==> src/rtl/multicycle_control_if.sv <==
// Control bundle between the multicycle MIPS controller and its datapath.
// master: controller (drives enables/selects, reads OP and Zero).
// slave: datapath (drives OP from IR[31:26] and the ALU Zero flag).
interface multicycle_control_if;
   logic [5:0] OP;
   logic       Zero;
   logic       PCEn;
   logic       IorD;
   logic       MemRead;
   logic       MemWrite;
   logic       IRWrite;
   logic       RegDst;
   logic       MemtoReg;
   logic       RegWrite;
   logic       ALUSrcA;
   logic [1:0] ALUSrcB;
   logic [2:0] ALUOp;
   logic       PCSource;
   logic       InstrDone;
   logic       Illegal;
   logic [3:0] State;

   modport master (
      input  OP,
      input  Zero,
      output PCEn,
      output IorD,
      output MemRead,
      output MemWrite,
      output IRWrite,
      output RegDst,
      output MemtoReg,
      output RegWrite,
      output ALUSrcA,
      output ALUSrcB,
      output ALUOp,
      output PCSource,
      output InstrDone,
      output Illegal,
      output State
   );

   modport slave (
      output OP,
      output Zero,
      input  PCEn,
      input  IorD,
      input  MemRead,
      input  MemWrite,
      input  IRWrite,
      input  RegDst,
      input  MemtoReg,
      input  RegWrite,
      input  ALUSrcA,
      input  ALUSrcB,
      input  ALUOp,
      input  PCSource,
      input  InstrDone,
      input  Illegal,
      input  State
   );
endinterface

==> src/rtl/multicycle_control.sv <==
// Moore FSM sequencing the multicycle MIPS datapath (fetch..write-back).
// Ports: clk, reset (async, active-low), bus (control bundle, master).
// Macro MC_ILLEGAL_TRAP_EN: unsupported opcodes lock in TRAP until reset.
module multicycle_control (
   input  logic                        clk,
   input  logic                        reset,
   multicycle_control_if.master        bus
);

   typedef enum logic [3:0] {
      FETCH     = 4'd0,
      DECODE    = 4'd1,
      MEM_ADDR  = 4'd2,
      MEM_READ  = 4'd3,
      MEM_WB    = 4'd4,
      MEM_WRITE = 4'd5,
      R_EXEC    = 4'd6,
      R_WB      = 4'd7,
      I_EXEC    = 4'd8,
      I_WB      = 4'd9,
      BRANCH    = 4'd10,
      TRAP      = 4'd11
   } state_t;

   localparam logic [5:0] OP_R    = 6'h00;
   localparam logic [5:0] OP_ADDI = 6'h08;
   localparam logic [5:0] OP_ORI  = 6'h0d;
   localparam logic [5:0] OP_LUI  = 6'h0f;
   localparam logic [5:0] OP_LW   = 6'h23;
   localparam logic [5:0] OP_SW   = 6'h2b;
   localparam logic [5:0] OP_BEQ  = 6'h04;
   localparam logic [5:0] OP_BNE  = 6'h05;

   localparam logic [2:0] ALU_FUNCT = 3'b111;
   localparam logic [2:0] ALU_ADD   = 3'b100;
   localparam logic [2:0] ALU_OR    = 3'b101;
   localparam logic [2:0] ALU_LUI   = 3'b011;
   localparam logic [2:0] ALU_SUB   = 3'b001;

   state_t     state;
   state_t     next;

   logic       pc_en;
   logic       iord;
   logic       mem_read;
   logic       mem_write;
   logic       ir_write;
   logic       reg_dst;
   logic       mem_to_reg;
   logic       reg_write;
   logic       alu_src_a;
   logic [1:0] alu_src_b;
   logic [2:0] alu_op;
   logic       pc_source;
   logic       instr_done;
   logic       illegal;

   always_ff @(posedge clk or negedge reset) begin
      if (!reset) begin
         state <= FETCH;
      end else begin
         state <= next;
      end
   end

   always_comb begin
      next       = FETCH;
      pc_en      = 1'b0;
      iord       = 1'b0;
      mem_read   = 1'b0;
      mem_write  = 1'b0;
      ir_write   = 1'b0;
      reg_dst    = 1'b0;
      mem_to_reg = 1'b0;
      reg_write  = 1'b0;
      alu_src_a  = 1'b0;
      alu_src_b  = 2'b00;
      alu_op     = 3'b000;
      pc_source  = 1'b0;
      instr_done = 1'b0;
      illegal    = 1'b0;

      case (state)
         FETCH: begin
            next      = DECODE;
            mem_read  = 1'b1;
            ir_write  = 1'b1;
            alu_src_b = 2'b01;
            alu_op    = ALU_ADD;
            pc_en     = 1'b1;
         end

         DECODE: begin
            // Branch target is computed into ALUOut here.
            alu_src_b = 2'b11;
            alu_op    = ALU_ADD;
            case (bus.OP)
               OP_R:    next = R_EXEC;
               OP_ADDI,
               OP_ORI,
               OP_LUI:  next = I_EXEC;
               OP_LW,
               OP_SW:   next = MEM_ADDR;
               OP_BEQ,
               OP_BNE:  next = BRANCH;
`ifdef MC_ILLEGAL_TRAP_EN
               default: next = TRAP;
`else
               // PC already advanced in FETCH: plain 2-cycle NOP.
               default: next = FETCH;
`endif
            endcase
         end

         MEM_ADDR: begin
            next      = (bus.OP == OP_LW) ? MEM_READ : MEM_WRITE;
            alu_src_a = 1'b1;
            alu_src_b = 2'b10;
            alu_op    = ALU_ADD;
         end

         MEM_READ: begin
            next     = MEM_WB;
            iord     = 1'b1;
            mem_read = 1'b1;
         end

         MEM_WB: begin
            next       = FETCH;
            mem_to_reg = 1'b1;
            reg_write  = 1'b1;
            instr_done = 1'b1;
         end

         MEM_WRITE: begin
            next       = FETCH;
            iord       = 1'b1;
            mem_write  = 1'b1;
            instr_done = 1'b1;
         end

         R_EXEC: begin
            next      = R_WB;
            alu_src_a = 1'b1;
            alu_op    = ALU_FUNCT;
         end

         R_WB: begin
            next       = FETCH;
            reg_dst    = 1'b1;
            reg_write  = 1'b1;
            instr_done = 1'b1;
         end

         I_EXEC: begin
            next      = I_WB;
            alu_src_a = 1'b1;
            alu_src_b = 2'b10;
            case (bus.OP)
               OP_ORI:  alu_op = ALU_OR;
               OP_LUI:  alu_op = ALU_LUI;
               default: alu_op = ALU_ADD;
            endcase
         end

         I_WB: begin
            next       = FETCH;
            reg_write  = 1'b1;
            instr_done = 1'b1;
         end

         BRANCH: begin
            next       = FETCH;
            alu_src_a  = 1'b1;
            alu_op     = ALU_SUB;
            pc_source  = 1'b1;
            instr_done = 1'b1;
            pc_en      = (bus.OP == OP_BEQ) ? bus.Zero : ~bus.Zero;
         end

`ifdef MC_ILLEGAL_TRAP_EN
         TRAP: begin
            next    = TRAP;
            illegal = 1'b1;
         end
`endif

         // Encodings 12-15 (and TRAP when disabled): recover via FETCH.
         default: begin
            next = FETCH;
         end
      endcase
   end

   // Every strobe is held low for as long as reset is asserted.
   assign bus.PCEn      = reset & pc_en;
   assign bus.IorD      = reset & iord;
   assign bus.MemRead   = reset & mem_read;
   assign bus.MemWrite  = reset & mem_write;
   assign bus.IRWrite   = reset & ir_write;
   assign bus.RegDst    = reset & reg_dst;
   assign bus.MemtoReg  = reset & mem_to_reg;
   assign bus.RegWrite  = reset & reg_write;
   assign bus.ALUSrcA   = reset & alu_src_a;
   assign bus.ALUSrcB   = reset ? alu_src_b : 2'b00;
   assign bus.ALUOp     = reset ? alu_op : 3'b000;
   assign bus.PCSource  = reset & pc_source;
   assign bus.InstrDone = reset & instr_done;
   assign bus.Illegal   = reset & illegal;
   assign bus.State     = reset ? state : 4'd0;

endmodule

==> src/flat_wrapper.sv <==
// flat-port wrapper written by rule: the top's interface ports become plain ports
module multicycle_control_flat 
  (clk, reset, bus_OP, bus_Zero, bus_PCEn, bus_IorD, bus_MemRead, bus_MemWrite, bus_IRWrite, bus_RegDst, bus_MemtoReg, bus_RegWrite, bus_ALUSrcA, bus_ALUSrcB, bus_ALUOp, bus_PCSource, bus_InstrDone, bus_Illegal, bus_State);
  multicycle_control_if bus_i ();
  input  logic clk;
  input  logic reset;
  input wire logic [$bits(bus_i.OP)-1:0] bus_OP;
  input wire logic [$bits(bus_i.Zero)-1:0] bus_Zero;
  output wire logic [$bits(bus_i.PCEn)-1:0] bus_PCEn;
  output wire logic [$bits(bus_i.IorD)-1:0] bus_IorD;
  output wire logic [$bits(bus_i.MemRead)-1:0] bus_MemRead;
  output wire logic [$bits(bus_i.MemWrite)-1:0] bus_MemWrite;
  output wire logic [$bits(bus_i.IRWrite)-1:0] bus_IRWrite;
  output wire logic [$bits(bus_i.RegDst)-1:0] bus_RegDst;
  output wire logic [$bits(bus_i.MemtoReg)-1:0] bus_MemtoReg;
  output wire logic [$bits(bus_i.RegWrite)-1:0] bus_RegWrite;
  output wire logic [$bits(bus_i.ALUSrcA)-1:0] bus_ALUSrcA;
  output wire logic [$bits(bus_i.ALUSrcB)-1:0] bus_ALUSrcB;
  output wire logic [$bits(bus_i.ALUOp)-1:0] bus_ALUOp;
  output wire logic [$bits(bus_i.PCSource)-1:0] bus_PCSource;
  output wire logic [$bits(bus_i.InstrDone)-1:0] bus_InstrDone;
  output wire logic [$bits(bus_i.Illegal)-1:0] bus_Illegal;
  output wire logic [$bits(bus_i.State)-1:0] bus_State;
  assign bus_i.OP = bus_OP;
  assign bus_i.Zero = bus_Zero;
  assign bus_PCEn = bus_i.PCEn;
  assign bus_IorD = bus_i.IorD;
  assign bus_MemRead = bus_i.MemRead;
  assign bus_MemWrite = bus_i.MemWrite;
  assign bus_IRWrite = bus_i.IRWrite;
  assign bus_RegDst = bus_i.RegDst;
  assign bus_MemtoReg = bus_i.MemtoReg;
  assign bus_RegWrite = bus_i.RegWrite;
  assign bus_ALUSrcA = bus_i.ALUSrcA;
  assign bus_ALUSrcB = bus_i.ALUSrcB;
  assign bus_ALUOp = bus_i.ALUOp;
  assign bus_PCSource = bus_i.PCSource;
  assign bus_InstrDone = bus_i.InstrDone;
  assign bus_Illegal = bus_i.Illegal;
  assign bus_State = bus_i.State;
  multicycle_control u_core (.clk(clk), .reset(reset), .bus(bus_i));
endmodule
==> config.mk <==
export PLATFORM = sky130hd
export DESIGN_NAME = multicycle_control_flat
export DESIGN_NICKNAME = d
export VERILOG_FILES = /design/src/rtl/multicycle_control_if.sv /design/src/rtl/multicycle_control.sv /design/src/flat_wrapper.sv
export SDC_FILE = /design/constraint.sdc
export NUM_CORES = 1
export LEC_CHECK = 0
export ABC_AREA = 1
export CORE_UTILIZATION = 36
export DETAILED_ROUTE_END_ITERATION = 10
export PLACE_DENSITY = 0.75
export SETUP_SLACK_MARGIN = 0.05
export SLEW_MARGIN = 5
export SYNTH_ARGS = -nofsm -noshare
export SYNTH_HDL_FRONTEND = slang
export SYNTH_SLANG_ARGS = --single-unit
export TNS_END_PERCENT = 10
==> constraint.sdc <==
create_clock -name clk -period 1.2 [get_ports clk]
set_input_delay 0.24 -clock clk [delete_from_list [all_inputs] [get_ports clk]]
set_output_delay 0.24 -clock clk [all_outputs]
set_load 0.02 [all_outputs]
==> results.toml <==
[final_layout]
top_register = "u_core.state"
largest_register_ffs = 4
num-nets-final = 191
diodes = 0
finalInstanceArea_um2 = 1230
fin_util_pct = 78.0
area_delta_synth_final_pct = 93.1
num-fill-cells = 130
stdcell_count = 197
drive_gt1_share_pct = 55.2
top_regs = "u_core.state x4"

[critical_path]
r2r_start = "u_core.state[1]"
crit_path_end_kind = "primary output"
path_delay_family = "flip-flops"
crit_path_cell_trace = "nand2_2 -> inv_2 -> nand2_2 -> nand2_1 -> o21ai_1 -> inv_1 -> buf_4"
crit_top_cell = "nand2_2"
crit_required_ps = 960
arrival_ps = 1390
reg2regPathDepth = 6
rrSetupSlack_ps = -70
critical_path_class = "flip-flop to primary output"
regToRegEndpoint = "u_core.state[2]"
crit_path_max_fanout = 7
cp_slowest_cell = "dfrtp_2"
path_buf_inv = 3
slowest_delay_ps = 470
worst_setup_path_start_kind = "flip-flop"

[timing]
min_period_ps = 1630
rsz0062_at_grt = "true"
setup_ws_ps = -434
hold_ws_ps = 106
slew_violations = 0
skew_ps = 2.92
max_freq_ghz = 0.612
min_period_over_period_pct = 136
hold_viol_final = 0
setup_viol = 21

[clocking]
cts.sinks = 4
htreeDepth = 1
clk_latency_ps = 240
hold_buffers = 0
cts-root-buf = "clkbuf_4"
cts_tree = "done"
numCtsBuffers = 3
cts.clk_slew.worst_paths_ps = 40
cts_buffer_depth = 2

[die]
rows = 14
die_w_um = 44.1
die_area_um2 = 1940
start_util_pct = 40.4
ioPinCount = 30
core-area_um2 = 1580
die_h_um = 44.1

[detailed_routing]
avgViaCountPerCell = 4.92
wl_um = 2180
postRouteAntennaNets = 0
wl_per_cell_um = 11.1
first_pass_iters = 7
via_count = 970
drt_iter0_drc = 34
drc = 3

[global_route]
grt_first_pass_wirelength_um = 3600
antenna_found_initial = 0
grt_overflow = 0
grt_util_all_layers_pct = 24.5
first_global_vias = 865
grt_max_degree = 9

[pwr]
p_total_mw = 1.45
p_per_area_nw_per_um2 = 1180
p_leak_nw = 0.690
peakVddDrop_mv = 1.39

[place]
place_congestion = 0.809
dp_hpwl_um = 1560
portBuffers = 28
placed_cell_area_um2 = 1140
placed_cells = 187

[min_path]
worstHoldPathType = "input port to async pin"

[yosys]
ys_warn_count = 0
ys_seq_area_share_pct = 15.7
netlist_instances = 125
ys_ff_latch = 4
syn-num-nets = 134
syn_area_um2 = 637
synth.avg_cell_area_um2 = 5.09
ys_types = 20

[run]
maxCapViolCount = 0

[status]
status = "finished with violations"
violations = "design-rule violations, negative setup slack"
[where the power goes]
part / switching, mW / internal (mW)
clock: 0.0675 / 0.126
sequential: 0.0522 / 0.167
combinational: 0.583 / 0.459
[logic make-up (layout without fill, tap and decap cells)]
family / after synthesis / count (layout) / share of synthesized area (%)
buf+inv: 29 / 85 / 18.1
simple gates: 83 / 83 / 58.9
flops: 4 / 4 / 15.7
compound gates: 8 / 8 / 6.68
other cells: 1 / 1 / 0.589
[worst register-to-register path, cell delays in order, from the launching register on]
cell	delay (ps)
dfrtp_2	470
nand2_2	150
nor2_4	60
buf_4	120
buf_4	130
a21oi_1	110
nand3_1	100
[cell usage after synthesis]
master,instances,share of area [%]
nand2_1,36,21
nand4_1,1,0.98
nor2_2,6,5.9
a31oi_1,1,0.98
conb_1,1,0.59
nand3_1,16,13
o22ai_1,1,0.98
nor2_1,18,11
nor3_1,2,1.6
o21ai_1,1,0.79
nand2_2,1,0.98
clkbuf_2,1,0.79
nor2_4,2,3.5
buf_4,1,1.2
a21oi_1,5,3.9
buf_2,1,0.79
nand3_2,1,1.6
dfrtp_1,4,16
inv_1,20,12
inv_2,6,3.5
[worst max path at each step]
stage,end,cells past startpoint,from
after floorplan,bus_PCEn,5,u_core.state[2]
after global placement,bus_PCEn,8,bus_OP[2]
after detailed placement,bus_PCEn,8,bus_OP[2]
after CTS,bus_ALUSrcA,6,u_core.state[0]
after global routing,bus_InstrDone,8,u_core.state[3]
final,bus_ALUSrcB[1],7,u_core.state[1]
[per-layer routing]
metal,track usage [%],routed length (µm)
met5,0,0
met4,7.88,25
met3,4.08,138
met2,43.5,1060
met1,30.0,957
[repair_timing]
action / CTS / global route
setup endpoints to repair: 23 / 23
pin swaps: 15 / 2
resized for setup: 120 / 9
setup buffers: 5 / 1
[placed cells by master, fill, tap and decap left out, types with 2 or more instances in the layout]
master           Yosys  final
clkbuf_4             0      3
buf_2                1      3
nor2_4               2      8
clkdlybuf4s15_2      0      2
inv_1               20     15
a21oi_2              0      4
buf_6                0      4
nor2_1              18     10
nand3_1             16     14
nand2_2              1     10
buf_4                1     38
nand3_2              1      3
nor2_2               6      8
nand2_1             36     26
inv_2                6     10
dlygate4sd2_1        0      3
clkdlybuf4s50_1      0      3
dfrtp_2              0      3
[stage by stage]
| stage | setup TNS (ps) | setup WS (ps) |
|---|---|---|
| after global placement | -16840 | -946 |
| after detailed placement | -17080 | -1010 |
| after CTS | -6440 | -419 |
| after floorplan | -861 | -113 |
| final | -6500 | -434 |
| after global routing | -7970 | -506 |
[final cells by class]
cell class | count | area, µm² | area share [%]
Multi-Input combinational cell | 92 | 538 | 43.7
Timing Repair Buffer | 55 | 440 | 35.8
Sequential cell | 4 | 104 | 8.44
Inverter | 26 | 101 | 8.24
Clock buffer | 4 | 26.3 | 2.14
Tap cell | 16 | 20.0 | 1.63
Power figures use the tool's default switching activity.
